$ cat src/rtl/pipe_stage_skid.sv
// EX->MEM pipeline stage: main register plus one skid entry behind a registered ready,
// with flush, NOP-to-bubble conversion at capture and saturating stall/bubble counters.
module pipe_stage_skid #(
  parameter int DATA_W = 32,
  parameter int PC_W   = 32,
  parameter int REG_W  = 5,
  parameter int CNT_W  = 16
) (
  input  logic              clk,
  input  logic              reset,
  input  logic              in_valid,
  output logic              in_ready,
  input  logic [PC_W-1:0]   in_pc,
  input  logic [DATA_W-1:0] in_data,
  input  logic [DATA_W-1:0] in_aux,
  input  logic [DATA_W-1:0] in_wdata,
  input  logic [REG_W-1:0]  in_wreg,
  input  logic              in_zero,
  input  logic              nop,
  input  logic              flush,
  output logic              out_valid,
  input  logic              out_ready,
  output logic [PC_W-1:0]   out_pc,
  output logic [DATA_W-1:0] out_data,
  output logic [DATA_W-1:0] out_aux,
  output logic [DATA_W-1:0] out_wdata,
  output logic [REG_W-1:0]  out_wreg,
  output logic              out_zero,
  output logic              out_bubble,
  output logic [CNT_W-1:0]  bubble_cnt,
  output logic [CNT_W-1:0]  stall_cnt
);

  typedef struct packed {
    logic [PC_W-1:0]   pc;
    logic [DATA_W-1:0] data;
    logic [DATA_W-1:0] aux;
    logic [DATA_W-1:0] wdata;
    logic [REG_W-1:0]  wreg;
    logic              zero;
    logic              bubble;
  } ent_t;

  localparam logic [CNT_W-1:0] CNT_MAX = '1;

  ent_t             w_cap, r_main, r_skid;
  logic             r_main_vld, r_skid_vld;
  logic             w_acc, w_drn, w_bub_inc, w_stall_inc;
  logic [CNT_W-1:0] r_bubble_cnt, r_stall_cnt;

  // NOP keeps pc/aux so branch-target bookkeeping survives the bubble
  always_comb begin
    w_cap.pc     = in_pc;
    w_cap.aux    = in_aux;
    w_cap.data   = nop ? '0 : in_data;
    w_cap.wdata  = nop ? '0 : in_wdata;
    w_cap.wreg   = nop ? '0 : in_wreg;
    w_cap.zero   = nop ? 1'b0 : in_zero;
    w_cap.bubble = nop;
  end

  assign in_ready    = !r_skid_vld;
  assign w_acc       = in_valid & in_ready;
  assign w_drn       = r_main_vld & out_ready;
  assign w_bub_inc   = w_acc & nop & !flush;
  assign w_stall_inc = r_main_vld & !out_ready;

  always_ff @(posedge clk) begin
    if (reset) begin
      r_main     <= '0;
      r_skid     <= '0;
      r_main_vld <= 1'b0;
      r_skid_vld <= 1'b0;
    end else if (flush) begin
      r_main_vld <= 1'b0;
      r_skid_vld <= 1'b0;
    end else if (!r_main_vld || w_drn) begin
      if (r_skid_vld) begin
        r_main     <= r_skid;
        r_main_vld <= 1'b1;
        r_skid_vld <= w_acc;
        if (w_acc) r_skid <= w_cap;
      end else if (w_acc) begin
        r_main     <= w_cap;
        r_main_vld <= 1'b1;
      end else begin
        r_main_vld <= 1'b0;
      end
    end else if (w_acc) begin
      r_skid     <= w_cap;
      r_skid_vld <= 1'b1;
    end
  end

  always_ff @(posedge clk) begin
    if (reset) begin
      r_bubble_cnt <= '0;
      r_stall_cnt  <= '0;
    end else begin
      if (w_bub_inc && r_bubble_cnt != CNT_MAX) r_bubble_cnt <= r_bubble_cnt + 1'b1;
      if (w_stall_inc && r_stall_cnt != CNT_MAX) r_stall_cnt <= r_stall_cnt + 1'b1;
    end
  end

  // Write-back must never see a stale destination from an empty stage
  assign out_valid  = r_main_vld;
  assign out_pc     = r_main.pc;
  assign out_data   = r_main.data;
  assign out_aux    = r_main.aux;
  assign out_wdata  = r_main.wdata;
  assign out_wreg   = r_main_vld ? r_main.wreg : '0;
  assign out_zero   = r_main.zero;
  assign out_bubble = r_main.bubble;
  assign bubble_cnt = r_bubble_cnt;
  assign stall_cnt  = r_stall_cnt;

endmodule
$ cat config.mk
export PLATFORM = sky130hd
export DESIGN_NAME = pipe_stage_skid
export DESIGN_NICKNAME = d
export VERILOG_FILES = /design/src/rtl/pipe_stage_skid.sv
export SDC_FILE = /design/constraint.sdc
export NUM_CORES = 1
export LEC_CHECK = 0
export ABC_CLOCK_PERIOD_IN_PS = 2200
export CAP_MARGIN = 5
export CORE_MARGIN = 2
export CORE_UTILIZATION = 45
export CTS_CLUSTER_DIAMETER = 100
export DETAILED_ROUTE_END_ITERATION = 16
export PLACE_DENSITY = 0.73
export REMOVE_ABC_BUFFERS = 1
export SYNTH_ARGS = -nofsm -noshare
export SYNTH_HDL_FRONTEND = slang
export SYNTH_SLANG_ARGS = --single-unit
$ cat constraint.sdc
create_clock -name clk -period 2.2 [get_ports clk]
set_input_delay 0.44 -clock clk [delete_from_list [all_inputs] [get_ports clk]]
set_output_delay 0.44 -clock clk [all_outputs]
set_load 0.03 [all_outputs]
# [Yosys cells after proc, flatten, opt, wreduce, memory -nomap -nowiden]
# Cells that the tools add are included.
[word_totals] ff_bits=304 inputBits=140 elab_cells=56 out_inout_bits=169
[op_classes] muxes=15 n_eq_ne=3 bitwise=6 reduce_logical=12 n_addsub=2
[op_table] cell="135-bit 2-to-1 mux" count=5
[op_table] cell="32-bit 2-to-1 mux" count=2
[op_table] cell="16-bit by 1-bit adder with 16-bit output, second input constant" count=2
[op_table] cell="16-bit != test, second input constant" count=2
[op_table] cell="5-bit 2-to-1 mux" count=2
[op_table] cell="1-bit 2-to-1 mux" count=6
[op_table] cell="1-bit AND" count=5
[op_table] cell="1-bit zero test" count=4
[op_table] cell="2-bit nonzero test" count=2
[op_table] cell="3-bit AND reduction" count=1
[op_table] cell="1-bit logical AND" count=2
[op_table] cell="2-bit != test, second input constant" count=1
[op_table] cell="2-bit AND reduction" count=1
[op_table] cell="2-bit OR reduction" count=1
[op_table] cell="1-bit logical OR" count=1
[op_table] cell="1-bit inverter" count=1

# [Depth between registers and ports, before layout]
[logic_depth] word_depth=5 ltp_mapped=8 ltp_nobuf=6

# [Least setup slack after synthesis]
# Ideal clock, no wire load.
[synth_path] path_type="flip-flop to flip-flop" from="register r_bubble_cnt[0], in the netlist bubble_cnt[0]" to="register r_bubble_cnt[13], in the netlist bubble_cnt[13]" setup_slack_ns=0.165 path_buffers=0 setup_time_ns=0.123 t_arrival_ns=1.912 path_stages_with_launch=7 path_cell_list="dfxtp_1 -> ha_1 -> nand3_1 -> o41ai_2 -> nor3_2 -> nand3_1 -> mux2_1"
[synth_between] elab_chain_len=2 word_cells_on_any_way=3
[synth_rtl] item="start: declaration" line="49" text="logic [CNT_W-1:0] r_bubble_cnt, r_stall_cnt;"
[synth_rtl] item="start signal: assignment" line="100" text="if (w_bub_inc && r_bubble_cnt != CNT_MAX) r_bubble_cnt <= r_bubble_cnt + 1'b1;"
[synth_rtl] item="parallel branches: the longest is 2 deep, another holds 16-bit by 1-bit adder with 16-bit output"
# Parallel ways; which one is timed is not known.
# A chain may end at the register's enable or synchronous reset.

# [Final worst setup path]
[layout_path] from="register r_bubble_cnt[9], in the netlist bubble_cnt[9]" to="output bubble_cnt[9]"
[layout_rtl] item="end: declaration" line="30" text="output logic [CNT_W-1:0] bubble_cnt,"
# No word-level cell between the ends.

==> results.json <==
{
  "outcome": "finished, final reports clean",
  "antenna_found_initial": 1,
  "route.antenna.remaining_nets": 0,
  "critPathKind": "register to output port",
  "die_w_um": 178,
  "min_from": "reset",
  "synthesis.area_mm2": 0.0136,
  "hold_viol": 0,
  "viasPerCell": 5.34,
  "insertion_delay_ns": 0.50,
  "holdPathStages": 2,
  "overflow": 0,
  "io_pins": 309,
  "fin_nets": 1882,
  "wirelength_um": 35300,
  "drt-initial-drc-count": 595,
  "p_leak_nw": 5.86,
  "area_delta_synth_final_pct": 29.4,
  "fin_crit_ns": 2.14,
  "rows": 63,
  "reg2reg_depth": 6,
  "finalSetupViolCount": 0,
  "r2r-end": "stall_cnt[15]$_SDFFE_PP0P_",
  "crit_required_ns": 1.76,
  "dr_wl_met3_um": 3250,
  "wl_met1_um": 15000,
  "post_drt_wl_per_cell_um": 16.4,
  "cp-start-kind": "register",
  "wl_met2_um": 16200,
  "worst_slew_pin_slew_ns": 0.730,
  "cts_max_level": 2,
  "port_buffers": 308,
  "crit_path_end_kind": "output port",
  "gp_congestion": 0.853,
  "yosysSeqAreaShare_pct": 44.7,
  "vias": 11500,
  "yosysWarnings": 0,
  "cts_root_buffer": "clkbuf_16",
  "crit_family": "buffers and inverters",
  "fmax_mhz": 466,
  "die_y_um": 178,
  "reg2reg_setup_slack_ns": 0.24,
  "hpwl_um": 23200,
  "cts_inserted_buffers": 34,
  "skew_ns": 0.00937,
  "relSlewSlack_pct": 50.9,
  "clk_pin_slew_ns": 0.06,
  "cp.buffers_inverters": 1,
  "period_share_pct": 97.5,
  "clock_sinks": 304,
  "hold_path_end": "bubble_cnt[15]$_SDFFE_PP0P_",
  "instances_no_fill": 2155,
  "syn_avg_cell_area_um2": 8.51,
  "drive_gt1_share_pct": 6.97,
  "ctsHoldBuffers": 0,
  "track_usage_pct": 21.6,
  "drv_slew": 0,
  "utilization_pct": 59.3,
  "ys_async_sr_fraction_pct": 0,
  "synth_flop_cell": "dfxtp_1",
  "power_density_mw_per_mm2": 771,
  "syn_inst": 1601,
  "grt_pass1_wl_um": 56100,
  "min_path_type": "input pin to register",
  "synth_edf_count": 0,
  "synth_seq_cells": 304,
  "core_area_mm2": 0.0297,
  "timing.rr.start": "stall_cnt[1]$_SDFFE_PP0P_",
  "clockBufferDepth": 3,
  "maxCapViolCount": 0,
  "crit_path_cell_trace": "clkdlybuf4s50_1",
  "grt_pass1_vias": 11000,
  "worstPathMaxFanout": 7,
  "drc": 0,
  "cts_tree": "built",
  "dp_cells": 2094,
  "slowest_stage": "clkdlybuf4s50_1",
  "first_pass_iters": 5,
  "max_stage_delay_ns": 0.76,
  "grt_max_degree": 117,
  "grt_setup_unrepaired": "false",
  "dieArea_mm2": 0.0317,
  "antennaDiodeCount": 0,
  "peakVddDrop_v": 0.000538,
  "yosys.cell_types.count": 46,
  "start_util_pct": 45.8,
  "post-cts-setup-buffers": 0,
  "dr.max_layer_used": "met5",
  "arrival_ns": 1.70
}
cells in the final DEF, fill, tap and decap left out, types with 2 or more instances in the layout:
| cell type | count |
|---|---|
| nand2_1 | 208 |
| a21oi_1 | 210 |
| or3_1 | 2 |
| clkbuf_16 | 37 |
| o21ai_0 | 6 |
| clkinv_2 | 4 |
| clkbuf_8 | 10 |
| nor4_1 | 7 |
| a311oi_1 | 2 |
| and2_1 | 5 |
| dfxtp_1 | 303 |
| ha_1 | 2 |
| nand3b_1 | 71 |
| xor2_1 | 4 |
| buf_12 | 26 |
| nor2b_1 | 2 |
| and3_1 | 4 |
| nor2_1 | 171 |
| buf_4 | 31 |
| nor4_2 | 2 |
| nand4_1 | 9 |
| clkbuf_1 | 5 |
| bufinv_16 | 4 |
| inv_1 | 5 |
| dlygate4sd2_1 | 5 |
| mux2i_1 | 70 |
| xnor2_1 | 15 |
| a211oi_1 | 136 |
| nor3b_1 | 70 |
| and4_1 | 2 |
| nor3_1 | 6 |
| clkdlybuf4s50_1 | 300 |
| nand3_1 | 9 |
worst max-delay path by stage:
stage,endpoint,start,depth (start not counted)
6_report,bubble_cnt[9],bubble_cnt[9]$_SDFFE_PP0P_,1
5_1_grt,bubble_cnt[9],bubble_cnt[9]$_SDFFE_PP0P_,1
4_1_cts,bubble_cnt[10],bubble_cnt[10]$_SDFFE_PP0P_,1
3_5_place_dp,out_pc[21]$_SDFFE_PP0P_,out_ready,7
3_3_place_gp,bubble_cnt[13]$_SDFFE_PP0P_,in_valid,7
2_1_floorplan,out_aux[0]$_SDFFE_PP0P_,r_skid_vld$_SDFFE_PP0P_,3
metrics by stage:
stage | cell area [µm²] | power (mW) | hold slack [ns] | setup slack [ns] | setup TNS, ns
after floorplan | 12100 | 6.71 | 0.430 | -8.39 | -2127.22
after global placement | 16400 | 7.58 | 0.441 | -0.0309 | -0.0309
after detailed placement | 16400 | 7.61 | 0.446 | -0.0678 | -0.632
after CTS | 17600 | 13.7 | 0.291 | 0.0384 | 0
after global routing | 17600 | 14.1 | 0.305 | 0.00326 | 0
final | 17600 | 13.6 | 0.311 | 0.0559 | 0
metal layers:
metal / GRT usage, % / up-vias
met2: 35.1 / 350
met4: 5.98 / 2
met1: 27.2 / 5388
met5: 0 / -
li1: - / 5699
met3: 7.46 / 61
cell families (layout without fill, tap and decap cells):
family / after synthesis / count (layout) / synth area share [%]
AOI/OAI and AO/OA: 360 / 360 / 16.0
DFF: 304 / 304 / 44.7
and+or+nand+nor: 579 / 579 / 21.2
muxes: 71 / 71 / 5.23
adders and majority gates: 2 / 2 / 0.184
xor gates and xnor gates: 19 / 19 / 1.22
buffers and inverters: 266 / 430 / 11.5
final cells by class:
type                       count  area (µm²)
clock buffer                  52        1080
clock inverter                 9         148
fill                        2602       12100
inverter                       5        18.8
multi-input combinational   1031        5980
sequential                   304        6090
tap                          390         488
timing repair buffer         364        3830
flip-flops by register name (all words and copies together), names as in the netlist, 5 cells and up:
register / flops
out_wdata: 32
r_main: 5
bubble_cnt: 16
out_aux: 32
out_pc: 32
out_data: 32
stall_cnt: 16
r_skid: 135
power breakdown:
part / switching (mW) / internal [mW] / total (mW)
Clock: 2.24 / 3.86 / 6.10
Sequential: 0.107 / 5.69 / 5.80
Combinational: 0.908 / 0.783 / 1.69
cell usage after synthesis (all sizes together) (8+ instances only):
cell | number | area, µm²
a211oi | 136 | 1020
a21oi | 210 | 1050
buf | 188 | 1270
clkbuf | 73 | 274
dfxtp | 304 | 6090
mux2i | 70 | 701
nand2 | 209 | 792
nand3 | 9 | 45.0
nand3b | 71 | 533
nand4 | 10 | 68.8
nor2 | 171 | 642
nor3 | 8 | 56.3
nor3b | 70 | 526
nor4 | 9 | 68.8
xnor2 | 15 | 131
repair_timing:
| item | 4_1_cts | 5_1_grt |
|---|---|---|
| endpoints found under the hold margin | 0 | 0 |
| setup endpoints to repair | 5 | 1 |
| pin swaps | 0 | 0 |
| resized for setup | 5 | 1 |
Power figures use the tool's default switching activity.
